$ cat src/rtl/blink_rate_ctrl_if.sv
// Board-side signals of the blink rate controller: buttons and hold switch in,
// square-wave output and rate status out.
interface blink_rate_ctrl_if;
   logic       btn_up;
   logic       btn_dn;
   logic       sw_hold;
   logic       out;
   logic [4:0] tap;
   logic       busy;

   modport master (
      output btn_up, btn_dn, sw_hold,
      input  out, tap, busy
   );

   modport slave (
      input  btn_up, btn_dn, sw_hold,
      output out, tap, busy
   );
endinterface

$ cat src/rtl/blink_rate_ctrl.sv
// Prescaler-tap rate controller for the LED/test output. Button presses retarget
// the tap; the new tap is applied only at an output edge so no runt pulse appears.
//
// state | meaning
// IDLE  | tap_tgt == tap_cur, nothing scheduled
// PEND  | rate change scheduled, applied at the next unheld tick
module blink_rate_ctrl #(
   parameter int CNT_W   = 23,
   parameter int TAP_MIN = 18,
   parameter int TAP_MAX = 22,
   parameter int TAP_RST = 20,
   parameter int DEB_W   = 16
) (
   input logic             clk,
   input logic             rst,
   blink_rate_ctrl_if.slave bus
);

   localparam logic [4:0] TMIN = 5'(TAP_MIN);
   localparam logic [4:0] TMAX = 5'(TAP_MAX);
   localparam logic [4:0] TRST = 5'(TAP_RST);

   typedef enum logic {IDLE, PEND} state_t;

   state_t           state;
   logic [CNT_W-1:0] cnt;
   logic [CNT_W-1:0] mask;
   logic             out_q;
   logic             busy_q;
   logic [4:0]       tap_cur;
   logic [4:0]       tap_tgt;
   logic [4:0]       tgt_nxt;
   logic             tick;
   logic             apply;

   logic [1:0]       up_sync;
   logic [1:0]       dn_sync;
   logic [1:0]       hold_sync;
   logic             hold;
   logic [1:0]       sync_lvl;
   logic [1:0]       deb_lvl;
   logic [1:0]       deb_dly;
   logic [DEB_W-1:0] deb_cnt [2];
   logic [1:0]       press;
   logic             up_p;
   logic             dn_p;

   assign sync_lvl = {dn_sync[1], up_sync[1]};
   assign hold     = hold_sync[1];
   assign press    = deb_lvl & ~deb_dly;
   assign up_p     = press[0] & ~press[1];
   assign dn_p     = press[1] & ~press[0];

   assign mask  = (CNT_W'(1) << tap_cur) - CNT_W'(1);
   assign tick  = &(cnt | ~mask);
   assign apply = tick & ~hold;

   always_comb begin
      tgt_nxt = tap_tgt;
      if (up_p && (tap_tgt > TMIN))
         tgt_nxt = tap_tgt - 5'd1;
      else if (dn_p && (tap_tgt < TMAX))
         tgt_nxt = tap_tgt + 5'd1;
   end

   // Debounce counter only runs while the synced level disagrees with the
   // debounced one, so any bounce back restarts the stability window.
   always_ff @(posedge clk) begin
      if (rst) begin
         up_sync   <= '0;
         dn_sync   <= '0;
         hold_sync <= '0;
         deb_lvl   <= '0;
         deb_dly   <= '0;
         for (int i = 0; i < 2; i++)
            deb_cnt[i] <= '0;
      end else begin
         up_sync   <= {up_sync[0], bus.btn_up};
         dn_sync   <= {dn_sync[0], bus.btn_dn};
         hold_sync <= {hold_sync[0], bus.sw_hold};
         deb_dly   <= deb_lvl;
         for (int i = 0; i < 2; i++) begin
            if (sync_lvl[i] == deb_lvl[i]) begin
               deb_cnt[i] <= '0;
            end else begin
               deb_cnt[i] <= deb_cnt[i] + DEB_W'(1);
               if (&deb_cnt[i])
                  deb_lvl[i] <= sync_lvl[i];
            end
         end
      end
   end

   always_ff @(posedge clk) begin
      if (rst) begin
         cnt     <= '0;
         out_q   <= 1'b0;
         tap_cur <= TRST;
         tap_tgt <= TRST;
         state   <= IDLE;
         busy_q  <= 1'b0;
      end else begin
         cnt     <= cnt + CNT_W'(1);
         tap_tgt <= tgt_nxt;
         if (apply)
            out_q <= ~out_q;
         case (state)
            IDLE: begin
               if (tgt_nxt != tap_tgt) begin
                  state  <= PEND;
                  busy_q <= 1'b1;
               end
            end
            PEND: begin
               // A press landing on the apply cycle is folded in rather than stranded.
               if (apply) begin
                  tap_cur <= tgt_nxt;
                  state   <= IDLE;
                  busy_q  <= 1'b0;
               end
            end
            default: begin
               state  <= IDLE;
               busy_q <= 1'b0;
            end
         endcase
      end
   end

   assign bus.out  = out_q;
   assign bus.tap  = tap_cur;
   assign bus.busy = busy_q;

endmodule

$ cat src/flat_wrapper.sv
// flat-port wrapper written by rule: the top's interface ports become plain ports
module blink_rate_ctrl_flat 
#(
   parameter int CNT_W   = 23,
   parameter int TAP_MIN = 18,
   parameter int TAP_MAX = 22,
   parameter int TAP_RST = 20,
   parameter int DEB_W   = 16
)
  (clk, rst, bus_btn_up, bus_btn_dn, bus_sw_hold, bus_out, bus_tap, bus_busy);
  blink_rate_ctrl_if bus_i ();
  input logic clk;
  input logic rst;
  input wire logic [$bits(bus_i.btn_up)-1:0] bus_btn_up;
  input wire logic [$bits(bus_i.btn_dn)-1:0] bus_btn_dn;
  input wire logic [$bits(bus_i.sw_hold)-1:0] bus_sw_hold;
  output wire logic [$bits(bus_i.out)-1:0] bus_out;
  output wire logic [$bits(bus_i.tap)-1:0] bus_tap;
  output wire logic [$bits(bus_i.busy)-1:0] bus_busy;
  assign bus_i.btn_up = bus_btn_up;
  assign bus_i.btn_dn = bus_btn_dn;
  assign bus_i.sw_hold = bus_sw_hold;
  assign bus_out = bus_i.out;
  assign bus_tap = bus_i.tap;
  assign bus_busy = bus_i.busy;
  blink_rate_ctrl #(.CNT_W(CNT_W), .TAP_MIN(TAP_MIN), .TAP_MAX(TAP_MAX), .TAP_RST(TAP_RST), .DEB_W(DEB_W)) u_core (.clk(clk), .rst(rst), .bus(bus_i));
endmodule
$ cat config.mk
export PLATFORM = sky130hd
export DESIGN_NAME = blink_rate_ctrl_flat
export DESIGN_NICKNAME = d
export VERILOG_FILES = /design/src/rtl/blink_rate_ctrl_if.sv /design/src/rtl/blink_rate_ctrl.sv /design/src/flat_wrapper.sv
export SDC_FILE = /design/constraint.sdc
export NUM_CORES = 1
export LEC_CHECK = 0
export BUFFER_PORTS_ARGS = -buffer_cell sky130_fd_sc_hd__buf_2
export CORE_ASPECT_RATIO = 1.1
export CORE_MARGIN = 5
export CORE_UTILIZATION = 30
export CTS_CLUSTER_DIAMETER = 30
export DETAILED_ROUTE_END_ITERATION = 8
export PLACE_DENSITY_LB_ADDON = 0.1
export SYNTH_ARGS = -nofsm -noshare
export SYNTH_HDL_FRONTEND = slang
export SYNTH_SLANG_ARGS = --single-unit
$ cat constraint.sdc
create_clock -name clk -period 2.6 [get_ports clk]
set_clock_uncertainty 0.15 [all_clocks]
set_input_delay 0.13 -clock clk [delete_from_list [all_inputs] [get_ports clk]]
set_output_delay 0.13 -clock clk [all_outputs]
set_load 0.05 [all_outputs]
# == Word level (Yosys, flattened, before mapping) ==
# Memory sizes are Yosys's and may differ from the RTL's.
# Index checks and enable logic that the tools add are counted.
# word_totals
ff_bits,46
mem_bits_rw,32
out_inout_bits,7
mem_count,1
# op_classes
addsub,6
n_lt_le_gt_ge,2
eq_ne,5
shifts,1
mux,26
n_bitwise,18
n_reduce_logical,7
# memory_table
memory,depth,word_bits,read_ports,rd_clocked_by_memory_dff,write_ports,line_no,source
u_core.deb_cnt,2,16,2,0,2,blink_rate_ctrl.sv:43,logic [DEB_W-1:0] deb_cnt [2];
# op_table
cell,n
$mux 16,4
$reduce_and 17->1,2
$add 16x1->16 const B,2
$add 23x1->23 const B,1
$not 23->23,1
$or 23x23->23,1
$reduce_and 23->1,1
$shl 1x5->23 const A,1
$sub 23x2->23 const B,1
$mux 1,18
$mux 5,2
$not 1->1,7
$add 5x1->5 const B,1
$gt 5x5->1 const B,1
$lt 5x5->1 const B,1
$ne 5x5->1,1
$sub 5x1->5 const B,1
$or 1x1->1,4
$pmux 1 s2,2
$reduce_and 2->1,2
$and 1x1->1,3
$and 2x2->2,1
$eq 1x1->1,2
$logic_and 1x1->1,2
3 further kinds,3

# == Logic depth before layout (Yosys ltp) ==
# logic_depth
ltp_word,10
depth_mapped,12

# == Worst setup path after synthesis ==
# Ideal clock, no wire load.
# synth_path
kind,register to register
start,register u_core.tap_cur[4] (netlist: u_core.bus.tap[4])
end,register u_core.tap_cur[0] (netlist: u_core.bus.tap[0])
setup_ns,0.121
arrival_ns,2.796
required_time_ns,2.329
setup_slack_ns,-0.467
stages_incl_launch_ff,13
n_path_buf,2
synth_period_minus_slack_ns,3.067
path_cell_list,dfxtp_1 buf_2 nor3_4 nand3b_1 ha_1 buf_4 nor3_1 o2111ai_1 a21o_1 o2111ai_2 nor4_4 nand2_4 mux2_4
# synth_via
elab_chain_cells,7
# synth_lines
item,line_no,source
"start, declared",blink_rate_ctrl.sv:30,logic [4:0] tap_cur;
"start signal, assigned",blink_rate_ctrl.sv:117,tap_cur <= tgt_nxt;
$shl 1x5->23,blink_rate_ctrl.sv:54,assign mask = (CNT_W'(1) << tap_cur) - CNT_W'(1);
$sub 23x2->23,blink_rate_ctrl.sv:54,
$not 23->23,blink_rate_ctrl.sv:55,assign tick = &(cnt | ~mask);
$or 23x23->23,blink_rate_ctrl.sv:55,
$reduce_and 23->1,blink_rate_ctrl.sv:55,
$and 1x1->1,blink_rate_ctrl.sv:56,assign apply = tick & ~hold;
$reduce_and 2->1 (no source line),n/a,
# No other way between the ends.
# A chain may end at the register's enable or synchronous reset.

# == Worst setup path after layout ==
# layout_path
start,register u_core.tap_cur[2] (netlist: u_core.bus.tap[2])
end,register u_core.tap_cur[0] (netlist: u_core.bus.tap[0])
# The elaborated chain is that of the path after synthesis.

==> flow_metrics.py <==
metrics = {
    "timing": {
        "fin_crit_ns": 2.63,
        "hold_viol": 0,
        "rsz0062_at_grt": "yes",
        "finalCritPeriodShare_pct": 101,
        "slew_headroom_pct": 62.5,
        "drv_slew": 0,
        "setup_violations": 5,
        "timing.final.ws_setup_ns": -0.0326,
        "tightest_slew_ns": 0.562,
        "fmax_ghz": 0.380,
    },
    "placed_design": {
        "port_buffers": 11,
        "dp_hpwl_um": 6640,
        "post-place-ws_ns": -0.125,
        "gp_congestion": 0.816,
    },
    "run_status": {
        "status": "finished with violations",
        "violations": "setup timing",
    },
    "logic_synthesis": {
        "ys_seq_area_share_pct": 45.2,
        "netlist_area_um2": 4170,
        "synth_cell_types": 62,
        "syn_inst": 441,
        "ys_seq_elements": 78,
        "synth_top_flop_cell": "dfxtp_1",
        "ys_async_sr_fraction_pct": 0,
        "syn_avg_cell_area_um2": 9.45,
        "yosysWarningCount": 0,
        "synth_edf_count": 32,
    },
    "critical_path": {
        "timing.reg2reg.setup_slack_ns": -0.03,
        "reg2reg_from": "u_core.bus.tap[2]$_SDFFE_PP1P_",
        "crit_type": "flip-flop to flip-flop",
        "max_stage_delay_ns": 0.38,
        "endpoint_kind": "flip-flop",
        "arrival_ns": 2.71,
        "cp_max_fo": 10,
        "cp_data_required_time_ns": 2.68,
        "startpoint": "u_core.bus.tap[2]$_SDFFE_PP1P_",
        "regToRegEndpoint": "u_core.bus.tap[0]$_SDFFE_PP0P_",
        "worst-r2r-cell-count": 10,
        "crit_chain": "nor3_4, nand3b_1, ha_4, nor2b_4, a22oi_2, a21oi_1, or3_4, nor4_4, nand2_4, mux2_4",
        "worstSetupStartpointType": "flip-flop",
        "cp-endpoint": "u_core.bus.tap[0]$_SDFFE_PP0P_",
        "worst_path_max_delay_cell": "or3_4",
    },
    "grt": {
        "overflow": 0,
        "antenna_found_initial": 0,
        "grt_pass1_vias": 3220,
        "grt_pass1_wl_um": 15900,
        "grt.total_usage_pct": 12.4,
        "grt_max_degree": 43,
    },
    "hold_path": {
        "hp-class": "input port to flip-flop",
    },
    "die": {
        "dieArea_um2": 16400,
        "io_pins": 12,
        "coreArea_um2": 13700,
        "row_count": 45,
        "die_h_um": 134,
        "initial_core_util_pct": 30.3,
        "die_w_um": 122,
    },
    "route": {
        "vias": 3227,
        "drt_iter0_drc": 187,
        "wl_um": 9510,
        "firstDrtPassIters": 4,
        "wire_per_inst_um": 13.8,
        "viasPerCell": 4.70,
        "antenna_left": 0,
        "drc_errors": 0,
    },
    "clock_tree": {
        "cts_buffer_depth": 2,
        "clkTransAtPathRegs_ns": 0.06,
        "htree_levels": 3,
        "root_buffer": "clkbuf_16",
        "cts_tree": "done",
        "clkSinkCount": 78,
        "clock_latency_ns": 0.34,
        "cts_buffers": 9,
    },
    "power_and_ir_drop": {
        "totalPowerFinal_mw": 2.78,
        "comb_power_share_pct": 3.0,
        "peakVddDrop_v": 0.000238,
        "sw_frac_of_total_pct": 20.5,
        "p_clk_share_pct": 49.0,
        "p_int_mw": 2.21,
        "p_seq_share_pct": 48.0,
        "pwr_density_cell_nw_per_um2": 557,
        "switchingPower_mw": 0.572,
        "power.leakage_nw": 1.88,
    },
    "cells_and_area": {
        "diodes": 0,
        "post-route-util_pct": 36.4,
        "drive_gt1_share_pct": 14.8,
        "area_growth_pct": 20.0,
        "nets": 505,
    },
    "job": {
        "maxCapViolations": 0,
    },
}
[worst min-delay path by stage]
stage	slack [ns]	start	depth (start not counted)	endpoint
3_5_place_dp	0.20	bus_sw_hold	2	u_core.hold_sync[0]$_SDFF_PP0_
4_1_cts	0.09	rst	3	u_core.bus.tap[2]$_SDFFE_PP1P_
3_3_place_gp	0.19	bus_sw_hold	2	u_core.hold_sync[0]$_SDFF_PP0_
6_report	0.1	rst	3	u_core.bus.tap[2]$_SDFFE_PP1P_
2_1_floorplan	0.11	bus_btn_dn	1	u_core.dn_sync[0]$_SDFF_PP0_
5_1_grt	0.12	rst	3	u_core.bus.tap[2]$_SDFFE_PP1P_
[flip-flops by register name, indices dropped and copies added (netlist names)]
signal	cells
u_core.deb_dly	2
u_core.up_sync	2
u_core.hold_sync	2
u_core.cnt	23
u_core.deb_lvl	2
u_core.tap_tgt	5
u_core.bus.busy	1
u_core.deb_cnt	32
u_core.bus.out	1
u_core.dn_sync	2
u_core.bus.tap	5
u_core.state	1
[critical path, delay by kind of cell (launching register included)]
family | cells | cell delay (ns)
adder cells (fa/ha/maj) | 1 | 0.23
multiplexers | 1 | 0.32
AO/OA/AOI/OAI | 2 | 0.26
AND/OR/NAND/NOR | 6 | 1.21
flip-flops | 1 | 0.35
[per-layer routing]
layer  global-route usage [%]  part of all wire [%]
met1                     15.0                    46
met2                     20.8                    50
met3                     3.31                   2.8
met4                     4.85                   1.8
met5                        0                     0
[cell type report]
type	instances	area (um2)
inverters	12	45.0
clock buffers	13	292
clock inverters	3	37.5
repair buffers	31	213
flip-flops and latches	78	1890
fillers	1469	8740
well taps	188	235
multi-input cells	362	2290
[synth_stat cells, types with 3 or more instances]
master / instances / area [um2]
dfxtp_1: 46 / 921
a22oi_1: 3 / 22.5
a21oi_1: 15 / 75.1
mux2i_1: 3 / 30.0
buf_2: 3 / 15.0
nor2_1: 65 / 244
mux2_4: 3 / 45.0
and4_1: 6 / 52.6
clkbuf_1: 10 / 37.5
xor2_1: 33 / 289
nand4_1: 14 / 87.6
a31o_1: 3 / 26.3
ha_1: 6 / 75.1
nand3_1: 18 / 90.1
nand2_1: 34 / 128
nor2b_1: 13 / 81.3
o21ai_1: 3 / 15.0
o21ai_0: 12 / 60.1
nor3_1: 8 / 40.0
inv_1: 11 / 41.3
and3_1: 14 / 87.6
o211ai_1: 4 / 30.0
or3_1: 9 / 56.3
buf_6: 6 / 67.6
a31oi_1: 6 / 37.5
xnor2_1: 15 / 131
and2_1: 3 / 18.8
edfxtp_1: 32 / 961
[what timing repair did]
action | 4_1_cts | 5_1_grt
endpoints found under the hold margin | 3 | 0
hold buffers | 3 | 0
setup buffers | 1 | 0
setup endpoints to repair | 7 | 8
gates resized for setup | 3 | 5
pin swaps | 0 | 0
[power groups by stage]
stage	Clock (mW)	Sequential [mW]	Combinational [mW]
2_1_floorplan	0	1.35	0.0638
3_3_place_gp	0	1.36	0.0804
3_5_place_dp	0	1.36	0.0814
4_1_cts	1.41	1.34	0.0856
5_1_grt	1.47	1.34	0.0981
6_report	1.36	1.34	0.0842
[cells in the final DEF (no fill, tap or decap), drive strengths merged, types with 14 or more instances in the layout]
cell type / count
nand4: 14
xor2: 33
dfxtp: 46
nand2: 35
nand3: 18
xnor2: 16
nor2: 67
o21ai: 15
buf: 28
conb: 32
edfxtp: 32
a21oi: 15
and3: 14
[through the flow]
stage / hold slack [ns] / setup TNS, ns / cell area (um2) / std cells
finish: 0.0971 / -0.124 / 5000 / 687
global route: 0.124 / -1.01 / 5000 / 687
CTS: 0.0865 / -0.196 / 4980 / 687
detailed placement: 0.195 / -0.446 / 4590 / 667
global placement: 0.187 / -0.102 / 4590 / 667
floorplan: 0.108 / -0.732 / 4320 / 472
[logic make-up (layout without fill, tap and decap cells)]
group / Yosys count / after routing / share of synthesized area (%)
AO/OA/AOI/OAI: 63 / 63 / 9.94
XOR/XNOR: 49 / 49 / 10.5
adder cells (fa/ha/maj): 8 / 8 / 2.34
buffers and inverters: 32 / 59 / 4.14
flip-flops: 78 / 78 / 45.2
multiplexers: 6 / 6 / 1.80
other: 1 / 32 / 0.0900
AND/OR/NAND/NOR: 204 / 204 / 26.1
(Power assumes the default switching activity.)
